--- config.mk ---
export PLATFORM = sky130hd
export DESIGN_NAME = rr_packet_dispatcher
export DESIGN_NICKNAME = d
export VERILOG_FILES = /design/src/rtl/rr_packet_dispatcher_pick.sv /design/src/rtl/rr_packet_dispatcher.sv
export SDC_FILE = /design/constraint.sdc
export NUM_CORES = 1
export LEC_CHECK = 0
export CORE_UTILIZATION = 35
export CTS_BUF_LIST = sky130_fd_sc_hd__clkbuf_16
export CTS_CLUSTER_SIZE = 24
export DETAILED_ROUTE_END_ITERATION = 10
export PLACE_DENSITY = 0.67
export RECOVER_POWER = 100
export SYNTH_ARGS = -nofsm -noshare
export SYNTH_HDL_FRONTEND = slang
export SYNTH_HIERARCHICAL = 1
export SYNTH_SLANG_ARGS = --single-unit
--- constraint.sdc ---
create_clock -name CLK -period 2.4 [get_ports CLK]
set_input_delay 0.72 -clock CLK [delete_from_list [all_inputs] [get_ports CLK]]
set_output_delay 0.72 -clock CLK [all_outputs]
set_load 0.02 [all_outputs]
--- src/rtl/rr_packet_dispatcher_pick.sv ---
// Purpose: one-hot round-robin pick, first set req bit at or above base, wrapping.
// Latency: purely combinational.
// Backpressure: none; gnt is zero only when req is zero.
//
// Ports:
//   req  - request mask, one bit per channel
//   base - one-hot priority base; the search starts at this bit
//   gnt  - one-hot grant, or zero when no request is set
module rr_pick #(
    parameter int WIDTH = 4
) (
    input  logic [WIDTH-1:0] req,
    input  logic [WIDTH-1:0] base,
    output logic [WIDTH-1:0] gnt
);

    localparam logic [WIDTH-1:0] ONE = WIDTH'(1);

    logic [WIDTH-1:0] upper;
    logic [WIDTH-1:0] upper_gnt;
    logic [WIDTH-1:0] lower_gnt;

    // base-1 covers every bit below base; masking it off leaves the requests
    // at or above the base. If none remain, the search wraps to bit 0.
    assign upper     = req & ~(base - ONE);
    assign upper_gnt = upper & (~upper + ONE);
    assign lower_gnt = req & (~req + ONE);
    assign gnt       = (|upper) ? upper_gnt : lower_gnt;

endmodule

--- src/rtl/rr_packet_dispatcher.sv ---
// Purpose: distributes whole packets of one valid/ready stream over WIDTH channels, round-robin.
// Latency: 1 cycle per beat; first beat accepted 1 cycle after selection; >=2 dead cycles per packet.
// Backpressure: only the locked channel's M_READY stalls S_READY; other channels are ignored mid-packet.
//
// Ports:
//   CLK, RST_N         - clock and synchronous active-low reset
//   CH_EN              - per-channel enable, looked at only when picking a channel
//   S_DATA/S_VALID/S_LAST/S_READY - input beat stream
//   M_DATA/M_LAST      - registered payload shared by all channels
//   M_VALID/M_READY    - one-hot valid and per-channel ready
//   BUSY               - a packet is locked to a channel
//   PKT_CNT            - packets fully delivered, wrapping
module rr_packet_dispatcher #(
    parameter int WIDTH      = 4,
    parameter int DATA_WIDTH = 32,
    parameter int CNT_WIDTH  = 16
) (
    input  logic                  CLK,
    input  logic                  RST_N,
    input  logic [WIDTH-1:0]      CH_EN,
    input  logic [DATA_WIDTH-1:0] S_DATA,
    input  logic                  S_VALID,
    input  logic                  S_LAST,
    output logic                  S_READY,
    output logic [DATA_WIDTH-1:0] M_DATA,
    output logic                  M_LAST,
    output logic [WIDTH-1:0]      M_VALID,
    input  logic [WIDTH-1:0]      M_READY,
    output logic                  BUSY,
    output logic [CNT_WIDTH-1:0]  PKT_CNT
);

    localparam logic [1:0] IDLE  = 2'd0;
    localparam logic [1:0] FWD   = 2'd1;
    localparam logic [1:0] DRAIN = 2'd2;

    logic [1:0]       state;
    logic [1:0]       state_nxt;
    logic [WIDTH-1:0] base;
    logic [WIDTH-1:0] sel;
    logic [WIDTH-1:0] cand;
    logic [WIDTH-1:0] pick;
    logic             out_vld;
    logic             sel_rdy;
    logic             in_hs;
    logic             out_hs;
    logic             start;

    // A channel is a candidate only if it is both enabled and ready right now.
    assign cand    = M_READY & CH_EN;
    assign start   = S_VALID & (|cand);
    assign sel_rdy = |(M_READY & sel);
    assign out_hs  = out_vld & sel_rdy;
    assign in_hs   = S_VALID & S_READY;

    rr_pick #(
        .WIDTH (WIDTH)
    ) u_pick (
        .req  (cand),
        .base (base),
        .gnt  (pick)
    );

    // State register
    always_ff @(posedge CLK) begin
        if (!RST_N) begin
            state <= IDLE;
        end else begin
            state <= state_nxt;
        end
    end

    // Next-state logic
    always_comb begin
        state_nxt = state;
        case (state)
            IDLE:    if (start)           state_nxt = FWD;
            FWD:     if (in_hs && S_LAST) state_nxt = DRAIN;
            DRAIN:   if (out_hs)          state_nxt = IDLE;
            default:                      state_nxt = IDLE;
        endcase
    end

    // Output logic: the input is open only while forwarding, and then only
    // if the output register is empty or being emptied this cycle.
    always_comb begin
        S_READY = 1'b0;
        BUSY    = 1'b0;
        case (state)
            FWD: begin
                S_READY = !out_vld || sel_rdy;
                BUSY    = 1'b1;
            end
            DRAIN: begin
                BUSY    = 1'b1;
            end
            default: begin
                S_READY = 1'b0;
                BUSY    = 1'b0;
            end
        endcase
    end

    // Datapath, channel lock and priority base
    always_ff @(posedge CLK) begin
        if (!RST_N) begin
            base    <= WIDTH'(1);
            sel     <= '0;
            out_vld <= 1'b0;
            M_DATA  <= '0;
            M_LAST  <= 1'b0;
            PKT_CNT <= '0;
        end else begin
            case (state)
                IDLE: begin
                    if (start) begin
                        sel <= pick;
                    end
                end
                FWD: begin
                    if (in_hs) begin
                        M_DATA  <= S_DATA;
                        M_LAST  <= S_LAST;
                        out_vld <= 1'b1;
                    end else if (out_hs) begin
                        out_vld <= 1'b0;
                    end
                end
                DRAIN: begin
                    if (out_hs) begin
                        out_vld <= 1'b0;
                        // The channel just served becomes the lowest priority.
                        base    <= {sel[WIDTH-2:0], sel[WIDTH-1]};
                        PKT_CNT <= PKT_CNT + CNT_WIDTH'(1);
                        sel     <= '0;
                    end
                end
                default: begin
                    out_vld <= 1'b0;
                end
            endcase
        end
    end

    assign M_VALID = {WIDTH{out_vld}} & sel;

endmodule

# Word-level counts from Yosys, hierarchy flattened
# Cells that the tools add are included.
dict set report totals {
  register_bits 60
  input_bits 44
  output_inout_bits 55
}
dict set report classes {
  addsub 4
  eq_ne 5
  n_mux 13
  bitwise_logic 12
  n_reduce_logical 13
}
# operator n
set op_table {}
lappend op_table {{4-bit AND} 6}
lappend op_table {{16-bit by 1-bit adder with 16-bit output, second input constant} 1}
lappend op_table {{4-bit 2-to-1 mux} 3}
lappend op_table {{4-bit NOT} 3}
lappend op_table {{4-bit OR reduction} 3}
lappend op_table {{4-bit by 1-bit adder with 4-bit output, second input constant} 2}
lappend op_table {{4-bit case mux with 2 select lines} 1}
lappend op_table {{2-bit 2-to-1 mux} 3}
lappend op_table {{2-bit != test, second input constant} 3}
lappend op_table {{2-bit case mux with 3 select lines} 1}
lappend op_table {{3-bit AND reduction} 2}
lappend op_table {{1-bit 2-to-1 mux} 4}
lappend op_table {{2-bit AND reduction} 2}
lappend op_table {{4-bit by 1-bit subtractor with 4-bit output, second input constant} 1}
lappend op_table {{1-bit AND} 3}
lappend op_table {{1-bit case mux with 3 select lines} 1}
lappend op_table {{2-bit by 1-bit == test with 1-bit output, second input constant} 1}
lappend op_table {{2-bit == test, second input constant} 1}
lappend op_table {{2-bit zero test} 1}
lappend op_table {{2-bit nonzero test} 1}
lappend op_table {{2-bit OR reduction} 1}
lappend op_table {{1-bit logical AND} 1}
lappend op_table {{1-bit zero test} 1}
lappend op_table {{1-bit logical OR} 1}

# Logic depth before layout (Yosys ltp)
# Gate-level depths: netlist (run 1).
dict set report depth {
  word_depth 9
  mapped_depth 7
}

# By module
# Netlist (run 1), hierarchy kept.
# mod instances cells_per_inst area_each_um2 seq_area_each_um2
set by_module_without_submodules {}
lappend by_module_without_submodules {rr_packet_dispatcher 1 309 2660.1 1201.2}
lappend by_module_without_submodules {rr_pick 1 23 153.9 0.0}

# Worst setup path after synthesis (run 1)
# No wires, ideal clock.
dict set report synth_path {
  path_kind {input to output}
  startpoint {input port M_READY[0]}
  endpoint {output port S_READY}
  t_arrival_ns 1.434
  required_time_ns 1.680
  setup_slack_ns 0.246
  path_stages 3
  path_buffers 1
  path_cell_list {a22o_1 > buf_6 > o31a_1}
}
dict set report synth_between {
  elab_chain_len 4
}
# element line
set synth_rtl {}
lappend synth_rtl {{start, declared} rr_packet_dispatcher.sv:28} ;# input logic [WIDTH-1:0] M_READY,
lappend synth_rtl {{4-bit AND} rr_packet_dispatcher.sv:52} ;# assign sel_rdy = |(M_READY & sel);
lappend synth_rtl {{4-bit OR reduction} rr_packet_dispatcher.sv:52}
lappend synth_rtl {{1-bit logical OR} rr_packet_dispatcher.sv:91} ;# S_READY = !out_vld || sel_rdy;
lappend synth_rtl {{1-bit 2-to-1 mux} rr_packet_dispatcher.sv:89} ;# case (state)
lappend synth_rtl {{end, declared} rr_packet_dispatcher.sv:24} ;# output logic S_READY,
# Every way passes these cells.

# Worst setup path after layout (run 1)
dict set report layout_path {
  startpoint {input port M_READY[2]}
  endpoint {output port S_READY}
}
# The elaborated chain is that of the path after synthesis.

==> results of run 1 <==
-- path summary, 6_finish.rpt --
path / cells after the start / to / slack [ns]
worst min-delay path: 2 / M_DATA[13] / 0.45
worst max register to register: 6 / base[3] / 0.40
worst min register to register: 2 / M_DATA[13] / 0.45
worst max-delay path: 4 / S_READY / 0.02
-- synth_stat cells, drive strengths merged, types with 2 or more instances --
cell type | n | area [µm²]
clkbuf | 10 | 38.8
mux2i | 12 | 120
ha | 6 | 75.1
nand3b | 4 | 30.0
a22o | 2 | 17.5
xor2 | 2 | 17.5
o311ai | 8 | 87.6
o21ai | 7 | 38.8
nand2 | 88 | 330
or4 | 2 | 18.8
dfxtp | 60 | 1200
o31ai | 4 | 30.0
buf | 9 | 72.6
nor3 | 2 | 10.0
and2 | 5 | 31.3
o41ai | 7 | 68.8
nand4 | 3 | 18.8
inv | 16 | 60.1
a21oi | 39 | 195
nand3 | 4 | 20.0
or3 | 5 | 31.3
and3 | 3 | 23.8
o211ai | 3 | 50.1
nand2b | 8 | 50.1
nor2 | 6 | 22.5
-- worst max-delay path, stage by stage --
cell and delay (ns):
dlygate4sd2_1 0.24, a22o_1 0.22, o31a_1 0.32, buf_6 0.15
-- sequential cells by signal, indices dropped and copies added (netlist names) --
signal   cells
state        2
sel          4
base         4
PKT_CNT     16
M_DATA      32
M_LAST       1
out_vld      1
-- per-stage QoR --
| step | cell area (µm²) | utilization | hold slack, ns | instances | setup TNS, ns |
|---|---|---|---|---|---|
| 2_1_floorplan | 2810 | - | 0.452 | 332 | 0 |
| 3_3_place_gp | 3990 | 0.514 | 0.441 | 530 | -0.899 |
| 3_5_place_dp | 3990 | 0.514 | 0.445 | 530 | -3.14 |
| 4_1_cts | 4290 | 0.553 | 0.452 | 546 | 0 |
| 5_1_grt | 4250 | 0.547 | 0.466 | 546 | 0 |
| 6_report | 4250 | 0.547 | 0.447 | 546 | 0 |
-- per-layer routing --
metal,up-vias,track usage,wire length [µm]
met5,-,0,0
met4,0,0.0807,53
met3,5,0.0390,413
met2,76,0.291,3540
met1,1299,0.229,3400
li1,1383,-,-
-- timing repair --
item / in CTS / in global routing
hold buffers: 0 / 0
setup endpoints to repair: 2 / 0
resized for setup: 11 / 0
-- power groups by stage --
stage | Clock, mW | Sequential, mW | Combinational, mW
3_5_place_dp | 0 | 1.15 | 0.803
3_3_place_gp | 0 | 1.15 | 0.797
5_1_grt | 1.42 | 1.14 | 0.835
6_report | 1.32 | 1.13 | 0.764
4_1_cts | 1.37 | 1.13 | 0.801
2_1_floorplan | 0 | 1.23 | 0.383
-- area by class of cell --
| cell class | instances | area share |
|---|---|---|
| multi-input combinational | 237 | 0.331 |
| sequential | 60 | 0.283 |
| timing repair buffer | 115 | 0.270 |
| clock buffer | 9 | 0.0530 |
| tap | 102 | 0.0300 |
| clock inverter | 7 | 0.0194 |
| inverter | 16 | 0.0141 |
-- cell families after synthesis --
group           Yosys count  share of synthesized area
xor+xnor                  3                    0.00934
simple gates            135                      0.225
mux                      12                     0.0427
buf+inv                  35                     0.0609
compound gates           81                      0.209
fa+ha+maj                 6                     0.0267
flops                    60                      0.427
==> qor.csv, run 1 <==
metric,value,unit
outcome,"complete, no violations",
die_y,91.7,µm
finalNetCount,489,
clock_skew,0.00779,ns
r2r_start,sel[2],
viasPerCell,5.06,
start_util,0.362,
power.density,757,mW/mm²
dr.first_iter.drc_count,149,
layout-drive-gt1-share,0.0833,
setup_violations,0,
htree_levels,3,
synth_edf_count,0,
critPathCaptureType,output pin,
worst_pin_slew,0.804,ns
hold_start,M_DATA[13],
path_clk_slew,0.05,ns
fillers,717,
critPathMaxFanout,2,
cts_setup_buffers,0,
ys.flop_type,dfxtp_1,
grt_pass1_vias,2540,
pwr-share-comb,0.237,
clock_power_share,0.411,
async_reset_ff_frac,0,
synth_nets,382,
power.leakage,1.76,nW
clock.fmax,420,MHz
syn-cell-area,0.00281,mm²
first_pass_iters,5,
slew_headroom,0.462,
die_w,91.7,µm
synth_cell_type_count,52,
rsz0062_at_grt,false,
critPathLaunch,M_READY[2],
vdd_drop_max,0.350,mV
dpl.hpwl,5240,µm
min_path_type,reg2reg,
avgSynthCellArea,8.48,µm²
gp_congestion,0.876,
switchingPower,0.892,mW
syn_inst,332,
setup_ws,0.0189,ns
switching_share,0.277,
min_period,2.38,ns
ios,99,
avgRoutedWirePerCell,13.6,µm
rows,32,
layout_commonest_cell,nand2_1,
final_cell_mix,"nand2_1 (88), dfxtp_1 (60), dlygate4sd3_1 (49)",
seq_area,0.00120,mm²
route.antenna.remaining_nets,0,
n_antenna_cell,0,
area_delta_synth_final,51.1,%
multi_input_area,0.00141,mm²
cts_buffer_depth,2,
slew_violations,0,
route.detailed.drc,0,
seqPwrFrac,0.351,
crit_required,1.68,ns
crit_type,in2out,
grt_pass1_wl,12000,µm
cp.arrival,1.66,ns
io_buffer_count,98,
antenna_found_initial,0,
cts_root_buffer,clkbuf_16,
yosysWarnings,6,
pre_cts_slack,-0.605,ns
fin_crit_sh,0.992,
hold_violations,0,
grt_max_degree,45,
core_area,0.00777,mm²
vias,2763,
critPathLaunchType,primary input,
numCtsBuffers,9,
ys_ff_latch,60,
die_area,0.00840,mm²
cts_tree,done,
drv_cap,0,
track_usage,0.180,
internal-power,2.33,mW
grt_overflow_total,0,
clk_latency,0.32,ns
yosysSeqAreaShare,0.427,
fin_total_pwr,3.22,mW
clock_sinks,60,
drt_wl_total,7410,µm
(Power assumes the default switching activity.)
==> run 2, diff against run 1 <==
Settings changed: ABC_AREA from default to 1, PLACE_DENSITY 0.67 to 0.66.
==> qor.csv, run 2 <==
metric,value,unit,change
outcome,"complete, no violations",,unchanged
dr.first_iter.drc_count,135,,was 149
slew_headroom,0.553,,was 0.462
numCtsBuffers,9,,unchanged
die_area,0.00872,mm²,was 0.00840 mm²
path_clk_slew,0.05,ns,about the same
clock.fmax,441,MHz,was 420 MHz
slew_violations,0,,unchanged
setup_violations,0,,unchanged
final_cell_mix,"nand2_1 (121), dfxtp_1 (59), nand3_1 (54), a21oi_1 (54), dlygate4sd3_1 (53)",,"was nand2_1 (88), dfxtp_1 (60), dlygate4sd3_1 (49)"
internal-power,2.39,mW,was 2.33 mW
power.density,863,mW/mm²,was 757 mW/mm²
power.leakage,1.83,nW,was 1.76 nW
cts_hold_buffers,0,,unchanged
gp_congestion,0.842,,was 0.876
crit_type,reg2out,,was in2out
synth_top_cells_by_count,"nand2_1 (120), dfxtp_1 (60), a21oi_1 (54), nand3_1 (54), inv_1 (39)",,"was nand2_1 (88), dfxtp_1 (60), a21oi_1 (39), inv_1 (15), mux2i_1 (12)"
ios,99,,unchanged
seqPwrFrac,0.335,,was 0.351
syn-cell-area,0.00292,mm²,was 0.00281 mm²
switching_share,0.351,,was 0.277
track_usage,0.185,,was 0.180
clock_sinks,60,,unchanged
min_period,2.27,ns,was 2.38 ns
drv_cap,0,,unchanged
avgSynthCellArea,7.06,µm²,was 8.48 µm²
cp.arrival,1.55,ns,was 1.66 ns
synth.most_common_cell,nand2_1,,unchanged
htree_levels,3,,unchanged
grt_pass1_wl,12600,µm,was 12000 µm
grt_pass1_vias,2754,,was 2540
n_antenna_cell,0,,unchanged
pwr-share-comb,0.327,,was 0.237
finalNetCount,564,,was 489
synthTopCellsByArea,"dfxtp_1 (41%), nand2_1 (15%), a21oi_1 (9.3%)",,"was dfxtp_1 (43%), nand2_1 (12%), a21oi_1 (6.9%)"
route.antenna.remaining_nets,0,,unchanged
clk_latency,0.32,ns,about the same
synth_nets,464,,was 382
rsz0062_at_grt,false,,unchanged
start_util,0.370,,was 0.362
switchingPower,1.29,mW,was 0.892 mW
cts_buffer_depth,2,,unchanged
clock_skew,0.00425,ns,was 0.00779 ns
fillers,777,,was 717
synth_cell_type_count,30,,was 52
ys.flop_type,dfxtp_1,,unchanged
antenna_found_initial,0,,unchanged
worst_pin_slew,0.670,ns,was 0.804 ns
grt_overflow_total,0,,unchanged
ys_ff_latch,60,,unchanged
dpl.hpwl,5650,µm,was 5240 µm
syn_inst,414,,was 332
async_reset_ff_frac,0,,unchanged
critPathLaunchType,flip-flop,,was primary input
drt_wl_total,7860,µm,was 7410 µm
largest_reg_flops,32,,unchanged
area_delta_synth_final,45.7,%,was 51.1%
layout-drive-gt1-share,0.0713,,was 0.0833
cts_tree,done,,unchanged
vdd_drop_max,0.378,mV,was 0.350 mV
yosysSeqAreaShare,0.411,,was 0.427
yosysTopAreaCell,dfxtp_1,,unchanged
fin_crit_sh,0.945,,was 0.992
synth_top_area_frac,0.411,,was 0.427
yosysWarnings,6,,unchanged
cts_root_buffer,clkbuf_16,,unchanged
vias,2974,,was 2763
core_area,0.00789,mm²,was 0.00777 mm²
largest_register,M_DATA,,unchanged
die_y,93.4,µm,was 91.7 µm
first_pass_iters,5,,unchanged
layout_commonest_cell,nand2_1,,unchanged
io_buffer_count,98,,unchanged
avgRoutedWirePerCell,12.7,µm,was 13.6 µm
route.detailed.drc,0,,unchanged
reg.largest.list,"M_DATA x32, PKT_CNT x16",,unchanged
cts_setup_buffers,0,,unchanged
fin_total_pwr,3.67,mW,was 3.22 mW
viasPerCell,4.79,,was 5.06
hold_violations,0,,unchanged
hold_ws,0.456,ns,was 0.447 ns
crit_required,1.68,ns,about the same
die_w,93.4,µm,was 91.7 µm
min_path_type,reg2reg,,unchanged
rows,32,,unchanged
grt_max_degree,34,,was 45
critPathMaxFanout,8,,was 2
critPathCaptureType,output pin,,unchanged
synth_edf_count,0,,unchanged
clock_power_share,0.338,,was 0.411
finalSetupTns,0,ns,unchanged
-- run 2: cell types whose count changed in the layout (fill, tap and decap cells not counted), moves of 8 or more --
cell	previous run	this run
a21oi_1	39	54
nand2b_1	8	0
nand2_1	88	121
mux2i_1	12	0
nand3_1	4	54
inv_1	16	40
nor2_1	6	19
-- run 2: critical path, stage by stage, from the launching register on --
cell	delay, ns
dfxtp_2	0.43
nand2_1	0.08
inv_1	0.05
dlygate4sd3_1	0.67
-- run 2: final timing paths --
| path | start | endpoint | slack, ns | cells after the start |
|---|---|---|---|---|
| min | M_LAST | M_LAST | 0.46 | 2 |
| max | out_vld | M_VALID[2] | 0.13 | 3 |
| min reg2reg | M_LAST | M_LAST | 0.46 | 2 |
| max reg2reg | sel[3] | PKT_CNT[8] | 0.60 | 10 |
-- run 2: logic make-up after synthesis --
logic type	after synthesis	synth area share
AO/OA/AOI/OAI	66	0.118
XOR/XNOR	6	0.0180
adder cells (fa/ha/maj)	6	0.0257
buffers and inverters	63	0.0989
flip-flops	60	0.411
AND/OR/NAND/NOR	213	0.328
-- run 2: layout make-up --
| type | instances | area (µm²) | share of cell area |
|---|---|---|---|
| Sequential cell | 60 | 1200 | 0.282 |
| Multi-Input combinational cell | 291 | 1410 | 0.332 |
| Inverter | 44 | 170 | 0.0400 |
| Tap cell | 102 | 128 | 0.0300 |
| Clock buffer | 9 | 225 | 0.0529 |
| Timing Repair Buffer | 108 | 1050 | 0.247 |
| Clock inverter | 7 | 67.6 | 0.0159 |
-- run 2: power groups by stage --
stage | clock, mW | combinational, mW | sequential, mW
final | 1.24 | 1.20 | 1.23
after global routing | 1.32 | 1.35 | 1.24
after CTS | 1.28 | 1.27 | 1.23
after detailed placement | 0 | 1.27 | 1.25
after global placement | 0 | 1.26 | 1.25
after floorplan | 0 | 0.766 | 1.30
-- run 2: per-layer routing --
metal	part of all wire	track usage	wire, µm
met5	0	0	0
met4	0.020	0.106	155
met3	0.055	0.0325	435
met2	0.48	0.309	3790
met1	0.44	0.223	3480
-- run 2: stage by stage --
step / cell area [µm²] / instances / util / setup WS, ns
final: 4260 / 621 / 0.540 / 0.132
after detailed placement: 4020 / 605 / 0.510 / -0.0302
after CTS: 4310 / 621 / 0.547 / 0.000500
after floorplan: 2920 / 414 / - / 0.373
after global routing: 4260 / 621 / 0.540 / 0.0570
after global placement: 4020 / 605 / 0.510 / -0.0192
-- run 2: what timing repair did --
item | in CTS | in global routing
resized for setup | 7 | 1
endpoints found under the setup margin | 3 | 3
pin swaps | 4 | 0
==> run 3, diff against run 2 <==
Settings changed: PLACE_DENSITY 0.66 to 0.69, SLEW_MARGIN from default to 25.
Clock period 2.4 ns to 1.9 ns, I/O delays scaled along.
==> qor.csv, run 3 (synthesis results as in run 2) <==
metric,value,unit,change
setup_violations,0,,unchanged
layout-drive-gt1-share,0.111,,was 0.0713
critPathLaunch,M_DATA[21],,was out_vld
route.detailed.drc,0,,unchanged
die_y,93.4,µm,unchanged
antenna_found_initial,0,,unchanged
critPathCaptureType,output pin,,unchanged
cts_buffer_depth,2,,unchanged
hold_start,M_LAST,,unchanged
rows,32,,unchanged
path_clk_slew,0.06,ns,was 0.05 ns
htree_levels,3,,unchanged
slew_violations,0,,unchanged
grt_pass1_vias,2858,,was 2754
clock_sinks,60,,unchanged
grt_overflow_total,0,,unchanged
core_area,0.00789,mm²,unchanged
cp.arrival,1.28,ns,was 1.55 ns
r2r_start,state[0],,was sel[3]
crit_required,1.33,ns,was 1.68 ns
fin_crit_sh,0.975,,
grt_pass1_wl,13000,µm,was 12600 µm
drt_wl_total,7850,µm,was 7860 µm
n_antenna_cell,0,,unchanged
gp_congestion,0.852,,was 0.842
path_delay_family,buffers and inverters,,unchanged
slew_headroom,0.763,,was 0.553
first_pass_iters,4,,was 5
clock_skew,0.00549,ns,was 0.00425 ns
vdd_drop_max,0.563,mV,was 0.378 mV
die_w,93.4,µm,unchanged
area_delta_synth_final,51.8,%,was 45.7%
rsz0062_at_grt,false,,unchanged
largest_register,M_DATA,,unchanged
crit_chain,clkdlybuf4s50_1,,"was nand2_1, inv_1, dlygate4sd3_1"
route.antenna.remaining_nets,0,,unchanged
min_period,1.85,ns,
path_buf_inv,1,,was 2
io_buffer_count,98,,unchanged
clock.fmax,540,MHz,
crit_type,reg2out,,unchanged
drv_cap,0,,unchanged
dr.first_iter.drc_count,98,,was 135
finalSetupTns,0,ns,unchanged
critPathMaxFanout,2,,was 8
power.density,1150,mW/mm²,was 863 mW/mm²
numCtsBuffers,9,,unchanged
grt_max_degree,33,,was 34
start_util,0.370,,unchanged
final_cell_mix,"nand2_1 (119), clkdlybuf4s50_1 (72), dfxtp_1 (59)",,"was nand2_1 (121), dfxtp_1 (59), nand3_1 (54), a21oi_1 (54), dlygate4sd3_1 (53)"
worst_pin_slew,0.353,ns,was 0.670 ns
ios,99,,unchanged
power.leakage,1.86,nW,was 1.83 nW
cts_tree,done,,unchanged
largest_reg_flops,32,,unchanged
min_path_type,reg2reg,,unchanged
avgRoutedWirePerCell,12.2,µm,was 12.7 µm
cpMaxStageDelayCell,clkdlybuf4s50_1,,was dlygate4sd3_1
cpPeakStageDelay,0.62,ns,was 0.67 ns
layout_commonest_cell,nand2_1,,unchanged
cts_setup_buffers,0,,unchanged
vias,3044,,was 2974
finish.utilization,0.562,,was 0.540
hold_violations,0,,unchanged
track_usage,0.188,,was 0.185
outcome,"complete, no violations",,unchanged
cts_root_buffer,clkbuf_16,,unchanged
finalNetCount,585,,was 564
die_area,0.00872,mm²,unchanged
critPathLaunchType,flip-flop,,unchanged
dpl.hpwl,5830,µm,was 5650 µm
clk_latency,0.32,ns,about the same
viasPerCell,4.74,,was 4.79
reg.largest.list,"M_DATA x32, PKT_CNT x16",,unchanged
[run 3: repair_timing]
action | in CTS | in global routing
pin swaps | 4 | 7
endpoints found under the setup margin | 17 | 6
gates resized for setup | 31 | 9
hold buffers | 0 | 0
[run 3: worst paths after layout]
| check | end | slack, ns | depth (start not counted) |
|---|---|---|---|
| worst min register to register | M_LAST | 0.46 | 2 |
| worst max-delay path | M_DATA[21] | 0.05 | 1 |
| worst max register to register | sel[3] | 0.27 | 10 |
| worst min-delay path | M_LAST | 0.46 | 2 |
[run 3: area by class of cell]
class,count,area (µm²)
Fill cell,747,3450
Tap cell,102,128
Inverter,44,170
Clock inverter,7,115
Timing Repair Buffer,129,1170
Multi-Input combinational cell,291,1420
Sequential cell,60,1200
Clock buffer,9,225
[run 3: per-layer routing]
metal,share of wire,track usage,vias to the layer above
met4,0.024,0.0885,0
met1,0.45,0.234,1381
met3,0.038,0.0333,14
met2,0.49,0.313,63
met5,0,0,-
li1,-,-,1586
[run 3: where the power goes]
group          switching (mW)  internal [mW]  leakage, nW  total (mW)
clock network           0.563           1.27        0.163        1.84
registers               0.110           1.43        0.487        1.54
logic                   0.980          0.741         1.21        1.72
[run 3: through the flow]
step                std cells  area (µm²)  worst slack, ns  power, mW  hold WS (ns)
floorplan                 414        2920            0.173       2.61         0.457
global placement          626        4190           -0.739       3.33         0.448
detailed placement        626        4190           -0.758       3.36         0.450
CTS                       642        4510          0.00197       5.20         0.457
global route              642        4430          0.00612       5.41         0.476
finish                    642        4430           0.0466       5.10         0.457
==> RTL edit (settings of run 1) <==
Reset style: asynchronous (`RST_N`), changed in 2 clocked blocks. Comments in the files are not updated.
--- a/src/rtl/rr_packet_dispatcher.sv
+++ b/src/rtl/rr_packet_dispatcher.sv
@@ -64,3 +64,3 @@
     // State register
-    always_ff @(posedge CLK) begin
+    always_ff @(posedge CLK or negedge RST_N) begin
         if (!RST_N) begin
@@ -104,3 +104,3 @@
     // Datapath, channel lock and priority base
-    always_ff @(posedge CLK) begin
+    always_ff @(posedge CLK or negedge RST_N) begin
         if (!RST_N) begin
Function: differs if RST_N is asserted again (counterexample within 4 cycles, from zero or initial values and one cycle with RST_N low); with RST_N held inactive, the same outputs for 10 cycles.
==> RTL edit against run 1 <==
- area after synthesis up 7.4%
- wire length down 6.7%
- sequential cell count unchanged
- critical path type is now reg -> out
- setup slack gained 0.032 ns
- cell area increased by 2.4%
- die area increased by 7.3%
- sequential share of layout area up 6.3 points
Power is not compared: it rests on default switching activity, and its combinational part moved more than twofold at a synthesized area within 25%.
==> RTL edit: results (changes against run 1) <==
run_status:
  status: "completed"
cells_and_area:
  fillers: 737  # +2.8%
  reg_top3: "M_DATA (32), PKT_CNT (16)"
  layout-drive-gt1-share: 0.167  # +0.0838
  nNetsFinal: 398  # -19%
  n_antenna_cell: 0  # unchanged
setup_path:
  cp_slowest_cell: "clkdlybuf4s50_1"
  arrival_ns: 1.63  # -0.03 ns
  cp_max_fo: 5  # +3
  cp_slowest_stage_delay_ns: 0.61  # +0.29 ns
  critPathTopFamily: "buffers and inverters"
pwr:
  peakVddDrop_mv: 0.526
  netSwitchingPower_mw: 1.62
  p_leak_nw: 1.94
timing:
  tightest_slew_ns: 1.45  # +0.645 ns
  clock_skew_ns: 0.00487  # -0.00292 ns
drt:
  drt_iter0_markers: 100  # -33%
  dr.pass1.iters: 4  # -1
  totalWireLength_um: 6920  # -6.7%
  vias_per_cell: 4.84  # -4.4%
synth:
  yosysWarnings: 6  # unchanged
  syn-num-nets: 273  # -29%
  netlist-cell-type-count: 54  # +3.8%
  synth_area_leaders: "dfrtp_1 49%, mux2_4 14%, xnor2_1 3.8%"
  ys_seq_area_frac: 0.497  # +0.0702
  synthTopCellsByCount: "59 x dfrtp_1, 29 x mux2_4, 13 x xnor2_1"
  ys_async_sr_fraction: 1.00  # +1.00
global_routing:
  antenna_found_initial: 0  # unchanged
  met2_usage: 0.260  # -0.0312
  grt.total_usage: 0.163  # -0.0172
  grt.overflow.total: 0  # unchanged
  met1_usage: 0.208  # -0.0215
  grt_max_degree: 61  # +36%
  first_global_vias: 2224  # -12%
  grt.met3_usage: 0.0443  # +0.00531
  grt_first_pass_wirelength_um: 11000  # -7.8%
cts:
  cts_setup_buffers: 0  # unchanged
  root_buffer: "clkbuf_16"
  htreeDepth: 3  # unchanged
  clk_latency_ns: 0.32  # about the same
  clockBufferDepth: 2  # unchanged
  cts_made_buffers: 9  # unchanged
  cts.clk_slew.worst_paths_ns: 0.05  # about the same
placement:
  gp_congestion: 0.865  # -1.3%
  dpl.hpwl_um: 5270  # +0.70%
  port_buffers: 98  # unchanged
  dp_slack_ns: -0.586  # +0.0183 ns
hold_path:
  hp-class: "reg -> reg"
-- RTL edit: changes by cell type in the layout (fill, tap and decap cells not counted), moves of 7 or more --
cell	delta
mux2_1	+28
dfrtp_1	+59
a21oi_1	-36
nand2b_1	-8
nand2_1	-78
o311ai_0	-7
dfxtp_1	-60
mux2_2	+8
xnor2_1	+12
mux2i_1	-12
-- RTL edit: final timing paths --
| check | start | endpoint | slack, ns | cells past startpoint |
|---|---|---|---|---|
| max | sel[0] | M_VALID[0] | 0.05 | 3 |
| min | PKT_CNT[15] | PKT_CNT[15] | 0.47 | 1 |
| max reg2reg | state[0] | PKT_CNT[12] | 0.24 | 6 |
| min reg2reg | PKT_CNT[15] | PKT_CNT[15] | 0.47 | 1 |
| max in group asynchronous | RST_N | PKT_CNT[6] | 0.70 | 2 |
| min in group asynchronous | RST_N | M_DATA[12] | 0.83 | 2 |
-- RTL edit: final cells by class --
| type | instances | area share |
|---|---|---|
| flip-flops and latches | 60 | 0.345 |
| repair buffers | 121 | 0.261 |
| multi-input cells | 144 | 0.289 |
| inverters | 12 | 0.0103 |
| clock inverters | 7 | 0.0135 |
| well taps | 105 | 0.0302 |
| clock buffers | 9 | 0.0517 |
-- RTL edit: through the flow --
| stage | setup TNS, ns | total power, mW | cells | utilization | instance area, µm² |
|---|---|---|---|---|---|
| 5_1_grt | 0 | 5.05 | 458 | 0.525 | 4350 |
| 6_report | 0 | 4.75 | 458 | 0.525 | 4350 |
| 4_1_cts | 0 | 5.27 | 458 | 0.552 | 4580 |
| 2_1_floorplan | 0 | 2.97 | 223 | - | 3020 |
| 3_5_place_dp | -1.93 | 4.04 | 442 | 0.519 | 4300 |
| 3_3_place_gp | -0.950 | 3.98 | 442 | 0.519 | 4300 |
-- RTL edit: power groups by stage --
stage	registers (mW)	logic (mW)	clock network, mW
6_report	1.53	2.02	1.21
2_1_floorplan	1.93	1.04	0
5_1_grt	1.58	2.17	1.30
3_5_place_dp	1.58	2.46	0
4_1_cts	1.57	2.46	1.24
3_3_place_gp	1.56	2.43	0
-- RTL edit: logic make-up after synthesis --
family | count (synthesis) | synth area share
xor gates and xnor gates | 16 | 0.0464
buffers and inverters | 19 | 0.0352
adders and majority gates | 6 | 0.0248
and+or+nand+nor | 47 | 0.0890
DFF | 60 | 0.497
AOI/OAI and AO/OA | 37 | 0.130
muxes | 38 | 0.178
-- RTL edit: what timing repair did --
item | in CTS | in global routing
gates resized for setup | 12 | 1
setup endpoints to repair | 2 | 1
pin swaps | 2 | 0
-- RTL edit: routing by layer --
layer	vias to the layer above	wire length (µm)
met2	76	3350
met4	0	129
met5	-	0
met1	1067	3030
li1	1060	-
met3	12	413
